$ cat config.mk
export PLATFORM = sky130hd
export DESIGN_NAME = rat_io_responder
export DESIGN_NICKNAME = d
export VERILOG_FILES = /design/src/rtl/rat_io_responder.sv
export SDC_FILE = /design/constraint.sdc
export NUM_CORES = 1
export LEC_CHECK = 0
export ABC_AREA = 1
export CORE_AREA = 2 2 89 91
export CTS_CLUSTER_SIZE = 20
export DETAILED_ROUTE_END_ITERATION = 16
export DIE_AREA = 0 0 91 93
export GPL_ROUTABILITY_DRIVEN = 1
export HOLD_SLACK_MARGIN = 0.05
export PLACE_DENSITY = 0.73
export SLEW_MARGIN = 20
export SYNTH_ARGS = -nofsm -noshare
export SYNTH_HDL_FRONTEND = slang
export SYNTH_SLANG_ARGS = --single-unit
$ cat constraint.sdc
create_clock -name CLK -period 1.4 [get_ports CLK]
set_input_delay 0.28 -clock CLK [delete_from_list [all_inputs] [get_ports CLK]]
set_output_delay 0.28 -clock CLK [all_outputs]
set_load 0.02 [all_outputs]
$ cat src/rtl/rat_io_responder.sv
// rat_io_responder -- peripheral-side responder for the RAT CPU IN/OUT port bus.
//
// Latches OUT writes into LED, seven-segment and interrupt-mask registers,
// serves IN reads (synchronized switches, debounced buttons, interrupt
// status/mask, LED/SSEG readback) and drives the INT request to the control
// unit, handshaking with INT_ACK.
//
// Ports:
//   CLK        system clock, all state on rising edge
//   RESET_N    asynchronous active-low reset
//   PORT_ID    port address from CPU
//   OUT_PORT   write data from CPU
//   IO_STRB    one-cycle write strobe
//   IN_PORT    read data, combinational on PORT_ID
//   SWITCHES   asynchronous board switches
//   BUTTONS    asynchronous board buttons
//   INT_ACK    one-cycle interrupt-accept pulse
//   LEDS       LED register
//   SSEG_DATA  seven-segment data register
//   INT        registered interrupt request
//
// Optional feature: define RAT_IO_TIMER_EN to add an 8-bit reload timer at
// port 8'h31 that raises interrupt source 4.

module rat_io_responder #(
  parameter logic [7:0]  SW_ID     = 8'h20,
  parameter logic [7:0]  BTN_ID    = 8'hFF,
  parameter logic [7:0]  LED_ID    = 8'h40,
  parameter logic [7:0]  SSEG_ID   = 8'h81,
  parameter logic [7:0]  ISTAT_ID  = 8'h30,
  parameter logic [7:0]  IMASK_ID  = 8'h32,
  parameter int unsigned DB_CYCLES = 4
) (
  input  logic       CLK,
  input  logic       RESET_N,
  input  logic [7:0] PORT_ID,
  input  logic [7:0] OUT_PORT,
  input  logic       IO_STRB,
  output logic [7:0] IN_PORT,
  input  logic [7:0] SWITCHES,
  input  logic [3:0] BUTTONS,
  input  logic       INT_ACK,
  output logic [7:0] LEDS,
  output logic [7:0] SSEG_DATA,
  output logic       INT
);

  localparam int unsigned CW = $clog2(DB_CYCLES + 1);
`ifdef RAT_IO_TIMER_EN
  localparam int unsigned PW     = 5;
  localparam logic [7:0]  TMR_ID = 8'h31;
`else
  localparam int unsigned PW     = 4;
`endif

  typedef enum logic [1:0] {IDLE, REQ, SERVICE} state_t;

  state_t          state, state_n;
  logic            int_q;
  logic [7:0]      sw_s1, sw_s2;
  logic [3:0]      btn_s1, btn_s2;
  logic [3:0]      db_lvl, db_lvl_n, btn_rise;
  logic [CW-1:0]   db_cnt   [4];
  logic [CW-1:0]   db_cnt_n [4];
  logic [PW-1:0]   pending, pending_n, mask, set_bits;
  logic            wr_led, wr_sseg, wr_mask, wr_istat;
  logic            req;

  assign wr_led   = IO_STRB && (PORT_ID == LED_ID);
  assign wr_sseg  = IO_STRB && (PORT_ID == SSEG_ID);
  assign wr_mask  = IO_STRB && (PORT_ID == IMASK_ID);
  assign wr_istat = IO_STRB && (PORT_ID == ISTAT_ID);

  // Debounce: count consecutive samples that disagree with the accepted level;
  // the DB_CYCLES-th disagreeing sample is accepted.
  always_comb begin
    for (int unsigned i = 0; i < 4; i++) begin
      db_lvl_n[i] = db_lvl[i];
      db_cnt_n[i] = '0;
      btn_rise[i] = 1'b0;
      if (btn_s2[i] != db_lvl[i]) begin
        if (db_cnt[i] == CW'(DB_CYCLES - 1)) begin
          db_lvl_n[i] = btn_s2[i];
          btn_rise[i] = btn_s2[i];
        end else begin
          db_cnt_n[i] = db_cnt[i] + CW'(1);
        end
      end
    end
  end

`ifdef RAT_IO_TIMER_EN
  logic [7:0] tmr_reload, tmr_cnt;
  logic       wr_tmr, tmr_fire;

  assign wr_tmr   = IO_STRB && (PORT_ID == TMR_ID);
  assign tmr_fire = !wr_tmr && (tmr_reload != '0) && (tmr_cnt == '0);
  assign set_bits = {tmr_fire, btn_rise};

  always_ff @(posedge CLK or negedge RESET_N) begin
    if (!RESET_N) begin
      tmr_reload <= '0;
      tmr_cnt    <= '0;
    end else if (wr_tmr) begin
      tmr_reload <= OUT_PORT;
      tmr_cnt    <= OUT_PORT;
    end else if (tmr_reload != '0) begin
      tmr_cnt <= (tmr_cnt == '0) ? tmr_reload : tmr_cnt - 8'd1;
    end
  end
`else
  assign set_bits = btn_rise;
`endif

  // New set edges override a same-cycle write-1-to-clear.
  assign pending_n = (pending & ~(wr_istat ? OUT_PORT[PW-1:0] : '0)) | set_bits;
  assign req       = |(pending & mask);

  always_comb begin
    state_n = state;
    case (state)
      IDLE:    if (req)      state_n = REQ;
      REQ:     if (INT_ACK)  state_n = SERVICE;
      SERVICE: if (wr_istat) state_n = IDLE;
      default:               state_n = IDLE;
    endcase
  end

  always_ff @(posedge CLK or negedge RESET_N) begin
    if (!RESET_N) begin
      state     <= IDLE;
      int_q     <= 1'b0;
      sw_s1     <= '0;
      sw_s2     <= '0;
      btn_s1    <= '0;
      btn_s2    <= '0;
      db_lvl    <= '0;
      pending   <= '0;
      mask      <= '0;
      LEDS      <= '0;
      SSEG_DATA <= '0;
      for (int unsigned i = 0; i < 4; i++) db_cnt[i] <= '0;
    end else begin
      state   <= state_n;
      int_q   <= (state_n == REQ);
      sw_s1   <= SWITCHES;
      sw_s2   <= sw_s1;
      btn_s1  <= BUTTONS;
      btn_s2  <= btn_s1;
      db_lvl  <= db_lvl_n;
      pending <= pending_n;
      for (int unsigned i = 0; i < 4; i++) db_cnt[i] <= db_cnt_n[i];
      if (wr_led)  LEDS      <= OUT_PORT;
      if (wr_sseg) SSEG_DATA <= OUT_PORT;
      if (wr_mask) mask      <= OUT_PORT[PW-1:0];
    end
  end

  assign INT = int_q;

  always_comb begin
    IN_PORT = '0;
    case (PORT_ID)
      SW_ID:    IN_PORT = sw_s2;
      BTN_ID:   IN_PORT = 8'(db_lvl);
      ISTAT_ID: IN_PORT = 8'(pending);
      IMASK_ID: IN_PORT = 8'(mask);
      LED_ID:   IN_PORT = LEDS;
      SSEG_ID:  IN_PORT = SSEG_DATA;
`ifdef RAT_IO_TIMER_EN
      TMR_ID:   IN_PORT = tmr_reload;
`endif
      default:  IN_PORT = '0;
    endcase
  end

endmodule
* Word-level counts from Yosys, hierarchy flattened
Cells that the tools add are included. Widths: inputs -> output; s select.
Storage, ports and cells: register bits after elaboration 67, input port bits 32, output and inout port bits 25, logic and storage cells 75
Operators by class: $add $sub $neg 4, equal/unequal tests 17, mux-type cells 22, bitwise logic cells 4, reduce and logical (&&, ||, !) cells 10
Operator list (count):
- $pmux 8 s6 | 1
- $eq 8x6->1 const B | 3
- $mux 3 | 8
- $eq 8x8->1 const B | 2
- $add 3x1->3 const B | 4
- $eq 3x2->1 const B | 4
- $and 4x4->4 | 2
- $eq 8x7->1 const B | 1
- $mux 1 | 8
- $reduce_and 2->1 | 4
- $mux 2 | 3
- $pmux 2 s3 | 1
- $eq 2x1->1 const B | 2
- $logic_and 1x1->1 | 4
- $mux 4 | 1
- $ne 1x1->1 | 4
- $not 4->4 | 1
- $or 4x4->4 | 1
- $reduce_or 4->1 | 1
- $eq 2x2->1 const B | 1
- $logic_not 2->1 | 1

* Depth between registers and ports, before layout
Gate-level depths: netlist (run 1).
depth in word-level cells 6, mapped depth 8, depth with buffers taken out 7

* Worst setup path before layout (run 1)
OpenSTA, ideal clock, no wires.
path kind input -> output, start point in PORT_ID[2], end point out IN_PORT[1], arrival time 1.052 ns, required time 1.120 ns, setup slack 0.068 ns, cell stages on the path 8, path buffers 1, cells stage by stage inv_2 nand2_4 nor2_8 buf_6 nand3_2 o21ai_1 inv_1 nand2_1
On the way: word-level cells in the longest chain between the ends 2, elaborated cells on any way between the ends 7, those cells by class eq/ne (6); mux (1)
Ends and longest elaborated chain:
- start: declaration | RTL line 36 | input logic [7:0] PORT_ID,
- $eq 8x8->1, or another cell as far along | RTL line 163 | case (PORT_ID)
- $pmux 8 s6 * | RTL line 163
- end: declaration | RTL line 39 | output logic [7:0] IN_PORT,
Every way passes the cells marked *; elsewhere a longest branch is shown, timed or not.

* Worst setup path after layout (run 1)
start point in PORT_ID[0], end point out IN_PORT[3]
The elaborated chain is that of the path after synthesis.

==> run_results.csv, run 1 <==
group,metric,value,unit
placed_design,dp_cells,508,
placed_design,placed_cell_area,0.00390,sq mm
floorplan,io_pins,57,
synth,syn_nets,352,
placed_design,place_congestion,0.869,
critical_path,reg2reg_setup_slack,0.33,ns
critical_path,cp.arrival,1.22,ns
floorplan,initial_utilization,39.1,%
detailed_routing,first_iter_violations,145,
run_status,violations,"negative setup slack",
floorplan,die_y,93,um
floorplan,core.rowCount,32,
synth,syn_avg_cell_area,9.32,sq um
detailed_routing,wl_per_cell,13.9,um
flow_run,maxCapViolations,0,
layout,fin_area,0.00437,sq mm
placed_design,dp_hpwl,5120,um
critical_path,crit_type,"input pin to output port",
detailed_routing,drt_first_pass_iters,4,
power_and_ir_drop,p_leak,2.19,nW
global_route,globalRouteMet2Util,30.9,%
placed_design,io_buffers,56,
clock_tree,clk_pin_slew,0.07,ns
critical_path,r2r_cells,5,
critical_path,critical_path.cell_chain,"buf_6 -> inv_6 -> nand2_1 -> nor2_2 -> nand3_1 -> nand2_1 -> nor2_1 -> nand2_1 -> buf_6",
critical_path,reg2reg_to,"pending[2]$_DFF_PN0_",
clock_tree,root_buffer,"clkbuf_8",
power_and_ir_drop,power_density,1110,mW/mm^2
synth,syn_inst,316,
sta,final-setup-viol-count,8,
detailed_routing,routed_wl,7400,um
layout,finalNetCount,463,
global_route,grt_overflow,0,
synth,yosysWarnings,0,
clock_tree,cts_tree,"yes",
critical_path,cp-start-kind,"input pin",
critical_path,crit_path_end_kind,"output port",
floorplan,die_w,91,um
sta,hold_slack,0.295,ns
floorplan,dieArea,0.00846,sq mm
synth,synth_cell_type_count,24,
sta,min_period,1.50,ns
detailed_routing,ant_nets,0,
critical_path,max_stage_delay,0.23,ns
clock_tree,clock-sinks,67,
layout,diodes,0,
global_route,met1_usage,23.8,%
detailed_routing,drc,0,
sta,layout_setup_ws,-0.101,ns
clock_tree,cts_made_buffers,9,
layout,drive_above_1_share,32.2,%
critical_path,path_common_cell,"nand2_1",
global_route,top_usage_layer,"met2",
sta,skew,0.00562,ns
sta,tightest_slew,0.292,ns
sta,max_freq,0.666,GHz
global_route,grt_use_met3,4.59,%
power_and_ir_drop,ir_drop,550,uV
global_route,grt_pass1_wl,12500,um
global_route,grt_max_degree,38,
placed_design,pre_cts_slack,-1.05,ns
detailed_routing,viasPerCell,4.83,
global_route,grt.total_usage,18.7,%
sta,finalMaxSlewViolations,0,
sta,rsz0062_at_grt,"yes",
min_path,min_path_type,"input pin to asynchronous set/reset pin",
power_and_ir_drop,totalPowerFinal,4.87,mW
critical_path,crit_slowest_cell,"nor2_2",
critical_path,worstPathMaxFanout,5,
global_route,grt_antenna_before_repair,0,
clock_tree,cts.htree.levels,3,
global_route,grt_pass1_vias,2642,
sta,finalHoldViolCount,0,
run_status,status,"finished, violations left",
critical_path,r2r_start,"db_cnt[3]$_DFF_PN0_",
layout,area_growth,48.4,%
sta,period_share,107,%
clock_tree,clock_path_buffers,2,
layout,final_cells,534,
critical_path,worstPathRequired,1.12,ns
sta,relSlewSlack,80.4,%
detailed_routing,num_vias,2581,
clock_tree,clkLatencyLatePin,0.34,ns
synth,ys_seq_area_share,56.9,%
floorplan,core_area,0.00753,sq mm
synth,ys_ff_latch,67,
synth,synth_area,0.00295,sq mm
-- layer usage --
| metal | wire (um) | up-vias |
|---|---|---|
| met5 | 0 | - |
| met4 | 153 | 0 |
| met3 | 375 | 15 |
| met2 | 3750 | 74 |
| met1 | 3130 | 1256 |
| li1 | - | 1236 |
-- flip-flops by register name, summed over array words and instances, names as in the netlist, 4 cells and up --
name	flops
db_lvl	4
mask	4
pending	4
sw_s2	8
LEDS	8
db_cnt	12
sw_s1	8
btn_s2	4
btn_s1	4
SSEG_DATA	8
-- logic make-up (layout without fill, tap and decap cells) --
| kind of cell | Yosys count | in the layout | share of synthesized area [%] |
|---|---|---|---|
| AO/OA/AOI/OAI | 29 | 29 | 5.18 |
| adder cells (fa/ha/maj) | 4 | 4 | 1.70 |
| AND/OR/NAND/NOR | 178 | 180 | 30.1 |
| flip-flops | 67 | 67 | 56.9 |
| XOR/XNOR | 4 | 4 | 1.19 |
| buffers and inverters | 34 | 148 | 4.93 |
-- cells in the final DEF, fill, tap and decap left out, drive strengths merged --
cell	n
clkdlybuf4s15	5
ha	4
dlygate4sd3	1
dlygate4sd2	2
nor3	4
dfrtp	67
nor3b	3
clkinvlp	1
clkinv	2
nand2	97
a41oi	2
o21ai	26
buf	68
nor2	37
inv	35
clkdlybuf4s50	22
clkbuf	12
a21oi	1
nand3	39
xnor2	4
-- worst max-delay path: cells and delay by family --
kind,cells,cell delay (ns)
buffers and inverters,3,0.29
AND/OR/NAND/NOR,6,0.64
-- synth_stat cells --
library cell,instances,area [sq um]
nand2_4,2,22.5
nor3_1,4,20.0
nand2_2,5,31.3
nand3_4,1,17.5
nor2_4,2,22.5
inv_2,8,30.0
buf_6,2,22.5
a21oi_1,1,5.00
o21ai_1,19,95.1
nand2_1,89,334
nand2_8,1,20.0
nand3_2,2,20.0
inv_4,1,6.26
nor2_8,4,80.1
inv_1,23,86.3
dfrtp_1,67,1680
a41oi_1,2,17.5
nor3b_1,3,22.5
nand3_1,36,180
nor2_1,26,97.6
o21ai_0,7,35.0
xnor2_1,4,35.0
ha_1,4,50.1
nor2_2,3,18.8
-- layout make-up --
cell class | instances | area, sq um
fillers | 662 | 3150
flip-flops and latches | 67 | 1680
multi-input cells | 217 | 1290
repair buffers | 100 | 920
inverters | 32 | 175
clock buffers | 10 | 138
well taps | 102 | 128
clock inverters | 6 | 47.5
-- what timing repair did --
action	4_1_cts	5_1_grt
hold endpoints to repair	67	0
pin swaps	26	16
setup buffers	7	0
endpoints found under the setup margin	39	16
cloned	2	0
resized for setup	178	27
hold buffers	1	0
-- how the worst max path moves through the flow --
stage                               from    endpoint
floorplan                     PORT_ID[2]  IN_PORT[1]
global placement              PORT_ID[1]  IN_PORT[3]
detailed placement            PORT_ID[1]  IN_PORT[0]
CTS                  LEDS[0]$_DFFE_PN0P_  IN_PORT[0]
global route        pending[3]$_DFF_PN0_  IN_PORT[3]
finish                        PORT_ID[0]  IN_PORT[3]
-- per-stage QoR --
step	util (%)	setup TNS, ns
final	58.1	-0.559
after global routing	58.1	-0.978
after CTS	57.4	-0.490
after detailed placement	51.8	-16.31
after global placement	51.8	-15.27
after floorplan	-	0
-- report_power, final --
part / internal [mW] / switching [mW] / leakage [nW]
combinational: 0.505 / 0.541 / 1.27
clock: 0.709 / 0.785 / 0.0937
sequential: 2.18 / 0.142 / 0.830
(Power assumes the default switching activity.)
==> inputs of run 2 (changes only) <==
--- a/config.mk
+++ b/config.mk
@@ -10,9 +10,10 @@
 export CTS_CLUSTER_SIZE = 20
 export DETAILED_ROUTE_END_ITERATION = 16
 export DIE_AREA = 0 0 91 93
+export DONT_BUFFER_PORTS = 1
 export GPL_ROUTABILITY_DRIVEN = 1
 export HOLD_SLACK_MARGIN = 0.05
-export PLACE_DENSITY = 0.73
+export PLACE_DENSITY = 0.64
 export SLEW_MARGIN = 20
 export SYNTH_ARGS = -nofsm -noshare
 export SYNTH_HDL_FRONTEND = slang
==> run_results.csv, run 2 (synthesis results as in run 1) <==
group,metric,value,unit
sta,rsz0062_at_grt,"yes",
sta,period_share,104,%
layout,largest_register_ffs,12,
detailed_routing,ant_nets,0,
layout,area_growth,28.0,%
floorplan,initial_utilization,39.1,%
detailed_routing,num_vias,2355,
layout,top_register,"db_cnt",
detailed_routing,drt_first_pass_iters,4,
sta,min_period,1.45,ns
critical_path,crit_path_end_kind,"output port",
placed_design,place_congestion,0.800,
global_route,grt_max_degree,68,
clock_tree,root_buffer,"clkbuf_8",
global_route,grt_overflow,0,
layout,fin_area,0.00377,sq mm
sta,finalHoldViolCount,67,
floorplan,die_y,93,um
layout,diodes,0,
global_route,grt_pass1_wl,11200,um
detailed_routing,routed_wl,6920,um
floorplan,die_w,91,um
sta,final-setup-viol-count,3,
layout,drive_above_1_share,24.8,%
global_route,grt_antenna_before_repair,0,
floorplan,dieArea,0.00846,sq mm
layout,mostFrequentLayoutCell,"nand2_1",
critical_path,cp.arrival,1.17,ns
global_route,grt.total_usage,17.1,%
clock_tree,cts_tree,"yes",
detailed_routing,first_iter_violations,201,
power_and_ir_drop,power_density,1300,mW/mm^2
floorplan,io_pins,57,
run_status,status,"finished, violations left",
detailed_routing,viasPerCell,4.94,
flow_run,maxCapViolations,0,
clock_tree,cts.htree.levels,3,
run_status,violations,"negative hold slack, negative setup slack",
critical_path,cp-start-kind,"register",
sta,skew,0.00911,ns
critical_path,worstPathRequired,1.12,ns
sta,tightest_slew,0.456,ns
placed_design,io_buffers,0,
detailed_routing,wl_per_cell,14.5,um
clock_tree,clk_pin_slew,0.07,ns
sta,setup-tns-final,-0.0958,ns
sta,finalMaxSlewViolations,0,
critical_path,crit_type,"register to output port",
sta,layout_setup_ws,-0.0533,ns
layout,finalNetCount,406,
clock_tree,clock_path_buffers,2,
placed_design,dp_hpwl,4600,um
clock_tree,clkLatencyLatePin,0.34,ns
critical_path,r2r_cells,5,
power_and_ir_drop,ir_drop,446,uV
critical_path,reg2reg_setup_slack,0.36,ns
floorplan,core_area,0.00753,sq mm
floorplan,core.rowCount,32,
critical_path,r2r_start,"db_cnt[9]$_DFF_PN0_",
power_and_ir_drop,p_leak,1.88,nW
placed_design,placed_cell_area,0.00317,sq mm
clock_tree,clock-sinks,67,
global_route,grt_pass1_vias,2365,
clock_tree,cts_made_buffers,9,
layout,layout_common_cells,"nand2_1 (85), dfrtp_1 (59), nand3_1 (30)",
power_and_ir_drop,totalPowerFinal,4.91,mW
sta,relSlewSlack,69.5,%
sta,max_freq,0.688,GHz
detailed_routing,drc,0,
sta,hold_slack,-0.376,ns
critical_path,worstPathMaxFanout,3,
critical_path,reg2reg_to,"pending[0]$_DFF_PN0_",
min_path,min_path_type,"input pin to asynchronous set/reset pin",
run 2: cell count changes in the layout (fill, tap and decap cells not counted), moves of 5 or more:
cell	delta
buf_2	-9
buf_4	-14
buf_6	-17
clkdlybuf4s15_1	-5
clkdlybuf4s50_1	-22
dfrtp_1	-8
dfrtp_2	+8
dlygate4sd3_1	+20
inv_2	+9
inv_6	-8
nand2_1	+5
run 2: worst max-delay path: stages (launching register included):
cell and delay (ns):
dfrtp_2 0.47, nand3_2 0.09, nand2_1 0.05, nor2_1 0.10, nand2_2 0.12
run 2: area by class of cell:
| class | count | area, sq um |
|---|---|---|
| fillers | 706 | 3760 |
| clock buffers | 11 | 141 |
| repair buffers | 45 | 415 |
| flip-flops and latches | 67 | 1690 |
| multi-input cells | 215 | 1190 |
| inverters | 32 | 123 |
| clock inverters | 5 | 86.3 |
| well taps | 102 | 128 |
run 2: repair_timing:
action	4_1_cts	5_1_grt
hold buffers	20	1
resized for setup	16	11
hold endpoints to repair	95	68
endpoints found under the setup margin	8	8
pin swaps	12	9
buffers inserted	6	6
run 2: metrics by stage:
stage	setup slack (ns)	hold slack, ns	utilization (%)	instances
after floorplan	0.0683	-0.0156	-	316
after global placement	0.0158	-0.0139	42.1	428
after detailed placement	0.00867	-0.0138	42.1	428
after CTS	-0.0874	-0.390	48.8	470
after global routing	-0.102	-0.397	50.1	477
final	-0.0533	-0.376	50.1	477
run 2: worst max-delay path by stage:
| stage | start | end | slack [ns] | depth (start not counted) |
|---|---|---|---|---|
| 2_1_floorplan | PORT_ID[2] | IN_PORT[1] | 0.07 | 8 |
| 3_3_place_gp | PORT_ID[2] | IN_PORT[3] | 0.02 | 8 |
| 3_5_place_dp | PORT_ID[2] | IN_PORT[3] | 0.009 | 8 |
| 4_1_cts | SSEG_DATA[3]$_DFFE_PN0P_ | IN_PORT[3] | -0.09 | 4 |
| 5_1_grt | SSEG_DATA[3]$_DFFE_PN0P_ | IN_PORT[3] | -0.10 | 4 |
| 6_report | SSEG_DATA[3]$_DFFE_PN0P_ | IN_PORT[3] | -0.05 | 4 |
run 2: power breakdown:
group,switching (mW),internal (mW),total [mW]
Sequential,0.181,2.19,2.37
Clock,0.742,1.06,1.80
Combinational,0.397,0.343,0.741
Total,1.32,3.59,4.91
run 2: routing by layer:
metal	vias to the layer above	global-route usage, %	routed length, um
met5	-	0	0
met4	0	9.22	197
met3	16	4.67	309
met2	67	28.2	3440
met1	1152	20.5	2970
li1	1120	-	-
==> inputs of run 3 (changes only) <==
--- a/config.mk
+++ b/config.mk
@@ -12,6 +12,7 @@
 export DIE_AREA = 0 0 91 93
 export DONT_BUFFER_PORTS = 1
 export GPL_ROUTABILITY_DRIVEN = 1
+export GPL_TIMING_DRIVEN = 0
 export HOLD_SLACK_MARGIN = 0.05
 export PLACE_DENSITY = 0.64
 export SLEW_MARGIN = 20
==> run_results.csv, run 3 (synthesis results as in run 1) <==
group,metric,value,unit
run_status,status,"finished, violations left",
run_status,violations,"negative hold slack, negative setup slack",
critical_path,crit_type,"register to output port",
critical_path,reg2reg_to,"pending[0]$_DFF_PN0_",
critical_path,critical_path.cell_chain,"nand3_2 -> nand2_2 -> nor2_2 -> nand2_2",
global_route,grt.total_usage,16.4,%
global_route,grt_max_degree,68,
layout,diodes,0,
critical_path,worstPathMaxFanout,3,
sta,max_freq,0.680,GHz
critical_path,crit_slowest_cell,"dfrtp_2",
critical_path,path_common_cell,"nand2_2",
clock_tree,root_buffer,"clkbuf_8",
clock_tree,cts_made_buffers,9,
clock_tree,cts_tree,"yes",
critical_path,worstPathRequired,1.12,ns
global_route,grt_pass1_wl,10800,um
global_route,grt_pass1_vias,2327,
clock_tree,hold_buffers,20,
floorplan,die_w,91,um
min_path,min_path_type,"input pin to asynchronous set/reset pin",
critical_path,cp-start-kind,"register",
global_route,grt_overflow,0,
layout,layout_common_cells,"nand2_1 (83), dfrtp_1 (56), nand3_1 (28)",
sta,finalMaxSlewViolations,0,
clock_tree,clock-sinks,67,
critical_path,reg2reg_setup_slack,0.37,ns
critical_path,max_stage_delay,0.48,ns
placed_design,place_congestion,0.789,
detailed_routing,drc,0,
critical_path,cp_num_buf_inv,0,
sta,rsz0062_at_grt,"yes",
critical_path,startpoint,"LEDS[0]$_DFFE_PN0P_",
detailed_routing,drt_first_pass_iters,4,
sta,relSlewSlack,70.5,%
power_and_ir_drop,ir_drop,476,uV
critical_path,r2r_cells,5,
detailed_routing,viasPerCell,4.87,
floorplan,die_y,93,um
sta,layout_setup_ws,-0.0714,ns
layout,drive_above_1_share,24.1,%
power_and_ir_drop,totalPowerFinal,4.85,mW
placed_design,io_buffers,0,
clock_tree,clock_path_buffers,2,
flow_run,maxCapViolations,0,
critical_path,crit_path_end_kind,"output port",
sta,setup-tns-final,-0.168,ns
placed_design,dp_hpwl,4370,um
placed_design,pre_cts_slack,-0.0915,ns
layout,top_register,"db_cnt",
sta,final-setup-viol-count,4,
layout,largest_register_ffs,12,
floorplan,core_area,0.00753,sq mm
sta,skew,0.00641,ns
detailed_routing,ant_nets,0,
floorplan,io_pins,57,
global_route,grt_antenna_before_repair,0,
layout,nFillCells,722,
power_and_ir_drop,p_leak,1.79,nW
sta,min_period,1.47,ns
layout,finalNetCount,392,
clock_tree,cts.htree.levels,3,
clock_tree,clk_pin_slew,0.08,ns
floorplan,dieArea,0.00846,sq mm
critical_path,r2r_start,"db_cnt[9]$_DFF_PN0_",
detailed_routing,first_iter_violations,222,
sta,hold_slack,-0.374,ns
power_and_ir_drop,power_density,1320,mW/mm^2
clock_tree,clkLatencyLatePin,0.34,ns
floorplan,core.rowCount,32,
detailed_routing,routed_wl,6620,um
sta,tightest_slew,0.440,ns
detailed_routing,wl_per_cell,14.3,um
sta,finalHoldViolCount,67,
critical_path,cp.arrival,1.19,ns
detailed_routing,num_vias,2255,
critical_path,crit_family,"flip-flops",
layout,mostFrequentLayoutCell,"nand2_1",
sta,period_share,105,%
placed_design,dp_cells,418,
layout,area_growth,25.0,%
layout,final_cells,463,
floorplan,initial_utilization,39.1,%
run 3: cell types whose count changed in the layout (fill, tap and decap cells not counted), sizes merged:
cell,previous run,this run
inv,32,33
buf,24,11
dlygate4sd3,21,20
clkinv,3,1
clkinvlp,0,1
run 3: repair_timing:
item / 4_1_cts / 5_1_grt
setup buffers: 6 / 3
endpoints found under the setup margin: 8 / 8
pin swaps: 16 / 10
endpoints found under the hold margin: 95 / 67
resized for setup: 25 / 12
run 3: worst max path at each step:
stage	cells past startpoint	slack, ns	endpoint
floorplan	8	0.07	IN_PORT[1]
global placement	8	-0.08	IN_PORT[0]
detailed placement	8	-0.09	IN_PORT[2]
CTS	4	-0.10	IN_PORT[3]
global route	4	-0.13	IN_PORT[0]
finish	4	-0.07	IN_PORT[0]
run 3: routing by layer:
layer	part of all wire (%)	wire length, um	global-route usage [%]
met5	0	0	0
met2	51	3360	26.9
met4	2.5	165	9.22
met3	6.1	403	3.22
met1	41	2690	20.4
run 3: area by class of cell:
| type | count | area, sq um | area share (%) |
|---|---|---|---|
| flip-flops and latches | 67 | 1690 | 45.9 |
| multi-input cells | 215 | 1210 | 32.8 |
| repair buffers | 29 | 280 | 7.61 |
| clock buffers | 11 | 141 | 3.84 |
| inverters | 32 | 128 | 3.47 |
| well taps | 102 | 128 | 3.47 |
| clock inverters | 5 | 85.1 | 2.31 |
| plain buffers | 2 | 22.5 | 0.612 |
run 3: report_power, final:
part           total [mW]  leakage, nW  internal [mW]  switching [mW]
clock network        1.81        0.110           1.06           0.750
logic               0.655        0.868          0.300           0.355
registers            2.38        0.815           2.19           0.191
run 3: per-stage QoR:
step / hold slack, ns / instance area, sq um / util (%)
3_5_place_dp: -0.0139 / 3070 / 40.8
6_report: -0.374 / 3680 / 48.9
3_3_place_gp: -0.0143 / 3070 / 40.8
4_1_cts: -0.393 / 3610 / 48.0
2_1_floorplan: -0.0156 / 2950 / -
5_1_grt: -0.399 / 3680 / 48.9
